$ cat src/rtl/apb_arbiter_pkg.sv
// Shared types and limits for the APB round-robin arbiter.
package apb_arbiter_pkg;

    typedef enum logic [1:0] {
        IDLE     = 2'd0,
        SETUP    = 2'd1,
        ACCESS   = 2'd2,
        COMPLETE = 2'd3
    } apb_arb_state_t;

    localparam int MAX_REQUESTERS = 8;

endpackage

$ cat src/rtl/apb_arbiter_rr.sv
// Combinational round-robin pick: the first requester at or after ptr, wrapping modulo N.
module round_robin_arbiter
    import apb_arbiter_pkg::*;
#(
    parameter  int N  = 2,
    localparam int PW = (N > 1) ? $clog2(N) : 1
) (
    input  logic [N-1:0]  req,
    input  logic [PW-1:0] ptr,
    output logic          grant_valid,
    output logic [PW-1:0] grant_idx
);

    int            idx;
    logic [PW-1:0] sel;

    // Scan from the farthest offset down so the nearest requester after ptr wins.
    always_comb begin
        grant_valid = 1'b0;
        grant_idx   = '0;
        idx         = 0;
        sel         = '0;
        for (int k = MAX_REQUESTERS - 1; k >= 0; k--) begin
            if (k < N) begin
                idx = (int'(ptr) + k) % N;
                sel = PW'(idx);
                if (req[sel]) begin
                    grant_valid = 1'b1;
                    grant_idx   = sel;
                end
            end
        end
    end

endmodule

$ cat src/rtl/apb_arbiter.sv
// Shares one downstream APB completer among NUM_REQUESTERS upstream requesters, round-robin.
// Each grant is re-issued downstream with its own setup/access phases; the response returns registered.
module apb_arbiter
    import apb_arbiter_pkg::*;
#(
    parameter  int NUM_REQUESTERS = 2,
    parameter  int DATA_WIDTH     = 32,
    parameter  int ADDR_WIDTH     = 32,
    parameter  int USER_WIDTH     = 0,
    localparam int UW             = (USER_WIDTH > 0) ? USER_WIDTH : 1,
    localparam int SW             = DATA_WIDTH / 8,
    localparam int PW             = (NUM_REQUESTERS > 1) ? $clog2(NUM_REQUESTERS) : 1
) (
    input  logic                                     pclk,
    input  logic                                     preset,
    // upstream ports (block is completer)
    input  logic [NUM_REQUESTERS-1:0]                up_psel,
    input  logic [NUM_REQUESTERS-1:0]                up_pwrite,
    input  logic [NUM_REQUESTERS-1:0]                up_pwakeup,
    input  logic [NUM_REQUESTERS-1:0][ADDR_WIDTH-1:0] up_paddr,
    input  logic [NUM_REQUESTERS-1:0][DATA_WIDTH-1:0] up_pwdata,
    input  logic [NUM_REQUESTERS-1:0][2:0]           up_pprot,
    input  logic [NUM_REQUESTERS-1:0][SW-1:0]        up_pstrb,
    input  logic [NUM_REQUESTERS-1:0][UW-1:0]        up_pauser,
    input  logic [NUM_REQUESTERS-1:0][UW-1:0]        up_pwuser,
    output logic [NUM_REQUESTERS-1:0]                up_pready,
    output logic [NUM_REQUESTERS-1:0]                up_pslverr,
    output logic [NUM_REQUESTERS-1:0][DATA_WIDTH-1:0] up_prdata,
    output logic [NUM_REQUESTERS-1:0][UW-1:0]        up_pruser,
    output logic [NUM_REQUESTERS-1:0][UW-1:0]        up_pbuser,
    // downstream port (block is requester)
    output logic                                     down_pclk,
    output logic                                     down_preset_n,
    output logic                                     down_psel,
    output logic                                     down_penable,
    output logic                                     down_pwrite,
    output logic                                     down_pwakeup,
    output logic [ADDR_WIDTH-1:0]                    down_paddr,
    output logic [DATA_WIDTH-1:0]                    down_pwdata,
    output logic [2:0]                               down_pprot,
    output logic [SW-1:0]                            down_pstrb,
    output logic [UW-1:0]                            down_pauser,
    output logic [UW-1:0]                            down_pwuser,
    input  logic                                     down_pready,
    input  logic                                     down_pslverr,
    input  logic [DATA_WIDTH-1:0]                    down_prdata,
    input  logic [UW-1:0]                            down_pruser,
    input  logic [UW-1:0]                            down_pbuser
);

    apb_arb_state_t state_q, state_d;

    logic [PW-1:0]             rr_ptr_q, rr_ptr_d;
    logic [PW-1:0]             grant_q, grant_d;
    logic                      abort_q, abort_d;
    logic [ADDR_WIDTH-1:0]     addr_q, addr_d;
    logic [DATA_WIDTH-1:0]     wdata_q, wdata_d;
    logic                      write_q, write_d;
    logic [2:0]                prot_q, prot_d;
    logic [SW-1:0]             strb_q, strb_d;
    logic [UW-1:0]             auser_q, auser_d;
    logic [UW-1:0]             wuser_q, wuser_d;
    logic [DATA_WIDTH-1:0]     rdata_q, rdata_d;
    logic                      slverr_q, slverr_d;
    logic [UW-1:0]             ruser_q, ruser_d;
    logic [UW-1:0]             buser_q, buser_d;
    logic [NUM_REQUESTERS-1:0] pready_q, pready_d;

    logic          win_vld;
    logic [PW-1:0] win_idx;

    round_robin_arbiter #(.N(NUM_REQUESTERS)) u_rr (
        .req         (up_psel),
        .ptr         (rr_ptr_q),
        .grant_valid (win_vld),
        .grant_idx   (win_idx)
    );

    always_ff @(posedge pclk) begin
        if (preset) begin
            state_q  <= IDLE;
            rr_ptr_q <= '0;
            grant_q  <= '0;
            abort_q  <= 1'b0;
            addr_q   <= '0;
            wdata_q  <= '0;
            write_q  <= 1'b0;
            prot_q   <= '0;
            strb_q   <= '0;
            auser_q  <= '0;
            wuser_q  <= '0;
            rdata_q  <= '0;
            slverr_q <= 1'b0;
            ruser_q  <= '0;
            buser_q  <= '0;
            pready_q <= '0;
        end else begin
            state_q  <= state_d;
            rr_ptr_q <= rr_ptr_d;
            grant_q  <= grant_d;
            abort_q  <= abort_d;
            addr_q   <= addr_d;
            wdata_q  <= wdata_d;
            write_q  <= write_d;
            prot_q   <= prot_d;
            strb_q   <= strb_d;
            auser_q  <= auser_d;
            wuser_q  <= wuser_d;
            rdata_q  <= rdata_d;
            slverr_q <= slverr_d;
            ruser_q  <= ruser_d;
            buser_q  <= buser_d;
            pready_q <= pready_d;
        end
    end

    always_comb begin
        state_d = state_q;
        unique case (state_q)
            IDLE:     if (win_vld) state_d = SETUP;
            SETUP:    state_d = ACCESS;
            ACCESS:   if (down_pready) state_d = COMPLETE;
            COMPLETE: state_d = IDLE;
            default:  state_d = IDLE;
        endcase
    end

    always_comb begin
        rr_ptr_d = rr_ptr_q;
        grant_d  = grant_q;
        abort_d  = abort_q;
        addr_d   = addr_q;
        wdata_d  = wdata_q;
        write_d  = write_q;
        prot_d   = prot_q;
        strb_d   = strb_q;
        auser_d  = auser_q;
        wuser_d  = wuser_q;
        rdata_d  = rdata_q;
        slverr_d = slverr_q;
        ruser_d  = ruser_q;
        buser_d  = buser_q;
        pready_d = '0;

        if (state_q == IDLE && win_vld) begin
            grant_d  = win_idx;
            rr_ptr_d = (win_idx == PW'(NUM_REQUESTERS - 1)) ? '0 : win_idx + PW'(1);
            abort_d  = 1'b0;
            addr_d   = up_paddr[win_idx];
            wdata_d  = up_pwdata[win_idx];
            write_d  = up_pwrite[win_idx];
            prot_d   = up_pprot[win_idx];
            strb_d   = up_pstrb[win_idx];
            auser_d  = up_pauser[win_idx];
            wuser_d  = up_pwuser[win_idx];
        end

        // A requester that lets go mid-transfer forfeits the response; the bus cycle still finishes.
        if ((state_q == SETUP || state_q == ACCESS) && !up_psel[grant_q]) begin
            abort_d = 1'b1;
        end

        if (state_q == ACCESS && down_pready) begin
            rdata_d           = down_prdata;
            slverr_d          = down_pslverr;
            ruser_d           = down_pruser;
            buser_d           = down_pbuser;
            pready_d[grant_q] = !abort_q && up_psel[grant_q];
        end
    end

    always_comb begin
        down_psel    = 1'b0;
        down_penable = 1'b0;
        unique case (state_q)
            SETUP:   down_psel = 1'b1;
            ACCESS: begin
                down_psel    = 1'b1;
                down_penable = 1'b1;
            end
            default: ;
        endcase
    end

    assign down_pclk     = pclk;
    assign down_preset_n = ~preset;
    assign down_pwakeup  = (|up_pwakeup) || (state_q != IDLE);
    assign down_paddr    = addr_q;
    assign down_pwdata   = wdata_q;
    assign down_pwrite   = write_q;
    assign down_pprot    = prot_q;
    assign down_pstrb    = strb_q;
    assign down_pauser   = auser_q;
    assign down_pwuser   = wuser_q;

    assign up_pready = pready_q;

    always_comb begin
        for (int i = 0; i < NUM_REQUESTERS; i++) begin
            up_prdata[i]  = pready_q[i] ? rdata_q : '0;
            up_pslverr[i] = pready_q[i] && slverr_q;
            up_pruser[i]  = pready_q[i] ? ruser_q : '0;
            up_pbuser[i]  = pready_q[i] ? buser_q : '0;
        end
    end

endmodule

$ cat config.mk
export PLATFORM = sky130hd
export DESIGN_NAME = apb_arbiter
export DESIGN_NICKNAME = d
export VERILOG_FILES = /design/src/rtl/apb_arbiter_pkg.sv /design/src/rtl/apb_arbiter_rr.sv /design/src/rtl/apb_arbiter.sv
export SDC_FILE = /design/constraint.sdc
export NUM_CORES = 1
export LEC_CHECK = 0
export CAP_MARGIN = 20
export CORE_AREA = 2 2 132 134
export DETAILED_ROUTE_END_ITERATION = 10
export DIE_AREA = 0 0 134 136
export PLACE_DENSITY = 0.69
export SLEW_MARGIN = 20
export SYNTH_ARGS = -nofsm -noshare
export SYNTH_HDL_FRONTEND = slang
export SYNTH_SLANG_ARGS = --single-unit
$ cat constraint.sdc
create_clock -name pclk -period 3.5 [get_ports pclk]
set_input_delay 0.35 -clock pclk [delete_from_list [all_inputs] [get_ports pclk]]
set_output_delay 0.35 -clock pclk [all_outputs]
set_load 0.02 [all_outputs]
==> After elaboration in Yosys (flattened, before gate mapping) <==
Cells that the tools add are included.
{ "op_classes": {"addsub": 2, "magnitude_cmp": 5, "eq_ne": 5, "n_mux": 40, "bitwise": 3, "n_reduce_logical": 18} }
{ "ops": {"columns": ["operator", "count"], "rows": [
  ["32-bit two-way mux", 6],
  ["1-bit two-way mux", 26],
  ["1-bit by 2-bit less-than comparator with 1-bit output, second input constant", 4],
  ["4-bit two-way mux", 2],
  ["2-bit one-hot mux with 4 select lines", 1],
  ["1-bit logical AND", 7],
  ["3-bit two-way mux", 2],
  ["2-bit OR reduction", 3],
  ["2-bit equality test, second input constant", 2],
  ["2-bit two-way mux", 2],
  ["2-bit != test, second input constant", 2],
  ["2-bit nonzero test", 2],
  ["1-bit adder, second input constant", 2],
  ["2-bit AND", 1],
  ["2-bit by 1-bit equality test with 1-bit output, second input constant", 1],
  ["1-bit logical NOT", 2],
  ["2-bit logical NOT", 1],
  ["1-bit logical OR", 2],
  ["1-bit inverter", 2],
  ["2-bit AND reduction", 1],
  ["1-bit demux with 1-bit select", 1],
  ["1-bit greater-or-equal comparator, second input constant", 1]
]} }
{ "totals": {"register_bits": 116, "in_bits": 190, "output_inout_bits": 151, "elab_cells": 89} }

==> Logic depth before layout (Yosys ltp) <==
Gate-level depths: netlist (run 1).
{ "depth": {"ltp_word": 8, "ltp_mapped": 7, "mapped_depth_nobuf": 5} }

==> By module <==
Synthesis (run 1) repeated with hierarchy kept, for this count alone.
{ "unflattened": {"cells_unflattened": 602, "hier_area_um2": 5459.0} }
{ "modules_own_cells": {"columns": ["module", "n_inst", "cells_each", "area_each_um2", "seq_area_each_um2"], "rows": [
  ["apb_arbiter", 1, 599, 5441.5, 2322.2],
  ["round_robin_arbiter", 1, 3, 17.5, 0.0]
]} }

==> results of run 1 <==
## cell type report
class / count / area, sq um / area share, %
Clock buffer: 24 / 542 / 5.99
Timing Repair Buffer: 346 / 3470 / 38.3
Inverter: 3 / 11.3 / 0.124
Clock inverter: 11 / 110 / 1.22
Sequential cell: 116 / 2320 / 25.7
Tap cell: 225 / 282 / 3.11
Multi-Input combinational cell: 355 / 2320 / 25.6
## flip-flops by register name, indices dropped and copies added, names as in the netlist
register,flops
down_paddr,32
down_pprot,3
rr_ptr_q,1
buser_q,1
rdata_q,32
down_pwdata,32
down_pwuser,1
grant_q,1
down_pwrite,1
ruser_q,1
abort_q,1
up_pready,2
slverr_q,1
down_pauser,1
down_pstrb,4
state_q,2
## kinds of logic (layout without fill, tap and decap cells)
logic type	count (synthesis)	after routing	synth area share [%]
compound gates	117	117	19.7
fa+ha+maj	3	3	0.753
buf+inv	54	384	7.31
flops	116	116	46.6
mux	1	1	0.201
simple gates	234	234	25.4
## power breakdown
part           internal (mW)  total (mW)  switching, mW
logic                  0.916        1.85          0.935
registers               1.62        1.77          0.155
clock network           1.24        1.89          0.654
## worst register-to-register path: cells and delay by family (launching register included)
| kind | cells | cell delay, ps |
|---|---|---|
| AOI/OAI and AO/OA | 2 | 350 |
| adders and majority gates | 1 | 370 |
| buffers and inverters | 2 | 430 |
| DFF | 1 | 290 |
| and+or+nand+nor | 1 | 380 |
## synthesized netlist by cell type, types with 2 or more instances
| cell | n |
|---|---|
| and2_1 | 72 |
| dfxtp_1 | 116 |
| buf_2 | 6 |
| a221o_1 | 74 |
| buf_4 | 3 |
| clkbuf_1 | 23 |
| a21oi_1 | 36 |
| inv_1 | 2 |
| nor2_1 | 4 |
| nor4_1 | 2 |
| nand2_1 | 77 |
| ha_1 | 3 |
| and3_1 | 74 |
| buf_6 | 19 |
## placed cells by master (no fill, tap or decap), types with 2 or more instances in the layout
cell / instances
clkbuf_16: 20
clkdlybuf4s50_1: 339
nand2_1: 77
a221o_1: 74
clkinv_2: 7
buf_12: 2
dfxtp_1: 116
and2_1: 72
ha_1: 3
nor2_1: 4
and3_1: 74
clkinvlp_4: 2
a21oi_1: 36
bufinv_16: 2
nor4_1: 2
inv_1: 2
clkbuf_8: 2
buf_4: 5
## worst max-delay path by stage
stage	to	slack (ps)	depth (start not counted)
after floorplan	down_pclk	1270	1
after global placement	down_pclk	890	1
after detailed placement	down_pclk	890	1
after CTS	down_pclk	630	3
after global routing	up_prdata[28]	600	2
final	down_pclk	630	3
## through the flow
stage,total power [mW],setup slack [ps]
after floorplan,2.85,1270
after global placement,3.68,892
after detailed placement,3.69,892
after CTS,5.58,627
after global routing,5.77,604
final,5.51,632
## routing by layer
metal | GRT usage [%] | up-vias | share of wire [%] | wire length [um]
li1 | - | 2531 | - | -
met1 | 21.3 | 2372 | 39 | 7100
met2 | 33.0 | 247 | 50 | 8950
met3 | 8.39 | 22 | 9.6 | 1740
met4 | 6.44 | 0 | 1.5 | 280
met5 | 0 | - | 0 | 0
==> metrics.md, run 1 <==
| Metric | Value |
|---|---|
| Status | finished, final reports clean |
| Slowest-stage cell, CP | clkdlybuf4s50_1 |
| Setup TNS | 0 ps |
| Non-Filler Instances | 1080 |
| Worst-path clk slew | 50 ps |
| Skew final | 6.94 ps |
| Rel. slew slack | 37.3% |
| Synth Cell Area | 4980 sq um |
| Synthesis Warnings | 0 |
| Post-route cell area | 9050 sq um |
| DRT iter0 DRCs | 215 |
| Max Cap Violations | 0 |
| Synth Instances | 525 |
| Nature of the critical path endpoint | output port |
| Area contributors post-synth | dfxtp_1 47%, a221o_1 15%, and3_1 9.3%, and2_1 9.0%, nand2_1 5.8% |
| CP required | 3150 ps |
| WL/cell | 16.7 um |
| Leak pwr | 3.64 nW |
| Critical R2R Launch | state_q[0]$_SDFFE_PP0P_ |
| Post-synth EDFFs | 0 |
| Layout cell share with drive strength beyond 1 | 5.26% |
| Die X | 134 um |
| Sequential-to-total area share from yosys stat | 46.6% |
| Via count | 5172 |
| Antenna violations before repair | 0 |
| Fin. Hold Viols | 0 |
| Nets | 1036 |
| Crit path kind | clk2out |
| Asr flop ratio synth | 0% |
| CP startpoint | pclk |
| Fin. max-slew vios | 0 |
| Dpl cells | 1046 |
| Total global-route track usage | 19.2% |
| DRC | 0 |
| Syn Nets | 718 |
| ANT nets after route | 0 |
| Hold buffer count at CTS | 0 |
| Reg-to-Reg End | down_pwdata[7]$_SDFFE_PP0P_ |
| Worst-Margin Slew | 939 ps |
| Worst path cell trace | clkbuf_16 > clkbuf_16 > clkdlybuf4s50_1 |
| Worst setup SP type | clock port |
| # fillers | 1589 |
| DIE HEIGHT | 136 um |
| Worst R2R Path Depth | 6 |
| Clock latency on the worst-skew pair | 520 ps |
| CP dominant cell by count | clkbuf_16 |
| #FFs+latches synth | 116 |
| # resized after CTS | 0 |
| Buf/Inv on CP | 3 |
| First-pass GRT wire length | 27.1 mm |
| Utilization after layout | 53.6% |
| Total grt overflow | 0 |
| # rows | 48 |
| VDD IR-drop max | 358 uV |
| Largest net degree at the start of global routing | 79 |
| Delay-heaviest family, CP | buffers and inverters |
| Final HPWL DP | 12.5 mm |
| Hold_ws | 217 ps |
| HP Start | preset |
| P&R area growth vs syn | 81.6% |
| Power Dens Cells | 609 nW/um^2 |
| IO buf count | 340 |
| Synth top area share | 46.6% |
| Aggregate routed wire length | 18.1 mm |
| Setup-failing EPs final | 0 |
| Hold path endpoint | rr_ptr_q$_SDFFE_PP0P_ |
| Area after DPL | 8410 sq um |
| Number of global-route vias before repair | 5080 |
| Crit path max fanout | 2 |
| Netlist cell types | 28 |
| Worst Hold Class | in2reg |
| Vias per inst | 4.79 |
| CTS tree | yes |
| RD Place Congestion | 0.772 |
| Cell taking the most area after synthesis | dfxtp_1 |
| Ant. Diodes | 0 |
| Drt pass-1 iters | 4 |
| Initial core utilization | 29.5% |
| Mean post-synth cell area | 9.49 sq um |
| Flop2flop setup slack | 1580 ps |
| CP arrival | 2520 ps |
| Most used flip-flop cell after synthesis | dfxtp_1 |
| RSZ-0062 raised after global routing | false |
| DIE AREA | 18200 sq um |
| Post-CTS Setup Inserts | 0 |
| Hold path depth | 2 |
| # IOs | 341 |
| Slowest Stage Delay on Critical Path | 520 ps |
| Core ar. | 16900 sq um |
(Power assumes the default switching activity.)
==> run 2, diff against run 1 <==
==> constraint.sdc (replaced) <==
create_clock -name pclk -period 2.7 [get_ports pclk]
set_input_delay 0.27 -clock pclk [delete_from_list [all_inputs] [get_ports pclk]]
set_output_delay 0.27 -clock pclk [all_outputs]
set_load 0.02 [all_outputs]
==> run 2 against run 1 <==
Non-clock buffer count up 3. Via count about the same. Worst setup slack worse by 320 ps. Sequential share of layout area down 0.11 points. Clock power up 30%. Critical path depth unchanged. Core utilization up 0.22 points. Largest cell class unchanged.
==> metrics.md, run 2 (same netlist as run 1, synthesis figures left out) <==
| Metric | Value |
|---|---|
| Reg-to-Reg End | down_pwdata[1]$_SDFFE_PP0P_ |
| First-pass GRT wire length | 27.6 mm |
| Vias per inst | 4.78 |
| RD Place Congestion | 0.785 |
| Most common cell after layout, fill and taps aside | clkdlybuf4s50_1 |
| Hold buffer count at CTS | 0 |
| Drt pass-1 iters | 4 |
| Number of global-route vias before repair | 5074 |
| Final HPWL DP | 12.6 mm |
| Area after DPL | 8440 sq um |
| Power after layout | 7.18 mW |
| Slowest-stage cell, CP | clkdlybuf4s50_1 |
| Hold_ws | 165 ps |
| Worst path cell trace | clkbuf_16 > clkbuf_16 > clkdlybuf4s50_1 |
| IO buf count | 340 |
| Nature of the critical path endpoint | output port |
| Worst-Margin Slew | 413 ps |
| Post-route cell area | 9090 sq um |
| Hold path depth | 2 |
| Worst setup SP type | clock port |
| Antenna violations before repair | 0 |
| ANT nets after route | 0 |
| P&R area growth vs syn | 82.4% |
| Buf/Inv on CP | 3 |
| Skew final | 10.2 ps |
| Power Dens Cells | 790 nW/um^2 |
| # rows | 48 |
| CP arrival | 2120 ps |
| DIE HEIGHT | 136 um |
| CTS tree | yes |
| Delay-heaviest family, CP | buffers and inverters |
| Die X | 134 um |
| Layout cell share with drive strength beyond 1 | 5.36% |
| Crit path kind | clk2out |
| Flop2flop setup slack | 880 ps |
| Slowest Stage Delay on Critical Path | 520 ps |
| Via count | 5176 |
| Fin. Hold Viols | 0 |
| Highest-count cells in the layout ignoring fill and taps | 339 x clkdlybuf4s50_1, 116 x dfxtp_1, 77 x nand2_1 |
| DRT iter0 DRCs | 246 |
| CP dominant cell by count | clkbuf_16 |
| Worst R2R Path Depth | 6 |
| Fin. max-slew vios | 0 |
| Setup TNS | 0 ps |
| RSZ-0062 raised after global routing | false |
| Total grt overflow | 0 |
| Cell depth of the worst setup path | 3 |
| CP required | 2430 ps |
| Status | finished, final reports clean |
| Clock latency on the worst-skew pair | 520 ps |
| DRC | 0 |
| Rel. slew slack | 72.5% |
| Max Cap Violations | 0 |
| VDD IR-drop max | 490 uV |
| Leak pwr | 3.65 nW |
| Worst Hold Class | in2reg |
| Worst-path clk slew | 50 ps |
| HP Start | preset |
| WL/cell | 16.8 um |
| Crit path max fanout | 2 |
| Total global-route track usage | 19.5% |
| Initial core utilization | 29.5% |
| # resized after CTS | 0 |
| Setup-failing EPs final | 0 |
| Hold path endpoint | abort_q$_SDFFE_PP0P_ |
| Core ar. | 16900 sq um |
| Nets | 1039 |
| DIE AREA | 18200 sq um |
| # IOs | 341 |
| Largest net degree at the start of global routing | 76 |
| Critical R2R Launch | state_q[0]$_SDFFE_PP0P_ |
| Post-CTS Setup Inserts | 0 |
| Aggregate routed wire length | 18.1 mm |
| Ant. Diodes | 0 |
## run 2: cell count changes in the layout (fill, tap and decap cells not counted)
cell        change
buf_12          +1
buf_4           +2
clkbuf_1        +2
clkinv_2        -4
clkinvlp_4      +2
## run 2: metal layers
metal	wire [um]	global-route usage, %	share of wire [%]
met1	7410	22.3	41
met2	8760	32.4	48
met3	1700	8.65	9.3
met4	286	6.80	1.6
met5	0	0	0
## run 2: area by class of cell
class	count	area [sq um]
Clock buffer	26	549
Timing Repair Buffer	349	3500
Multi-Input combinational cell	355	2320
Sequential cell	116	2320
Tap cell	225	282
Clock inverter	9	105
Fill cell	1556	7790
Inverter	3	11.3
## run 2: power breakdown
part | leakage [nW] | switching, mW | internal, mW
combinational | 2.39 | 1.22 | 1.21
sequential | 0.950 | 0.200 | 2.09
clock | 0.309 | 0.846 | 1.61
## run 2: worst max path at each step
stage,from,endpoint,slack (ps)
6_report,pclk,down_pclk,310
5_1_grt,pclk,down_pclk,290
4_1_cts,pclk,down_pclk,310
3_5_place_dp,pclk,down_pclk,570
3_3_place_gp,pclk,down_pclk,570
2_1_floorplan,pclk,down_pclk,950
## run 2: stage by stage
stage	cells	utilization [%]	worst slack [ps]
after floorplan	525	-	946
after global placement	1049	50.0	572
after detailed placement	1049	50.0	572
after CTS	1083	53.9	308
after global routing	1083	53.9	292
final	1083	53.9	313
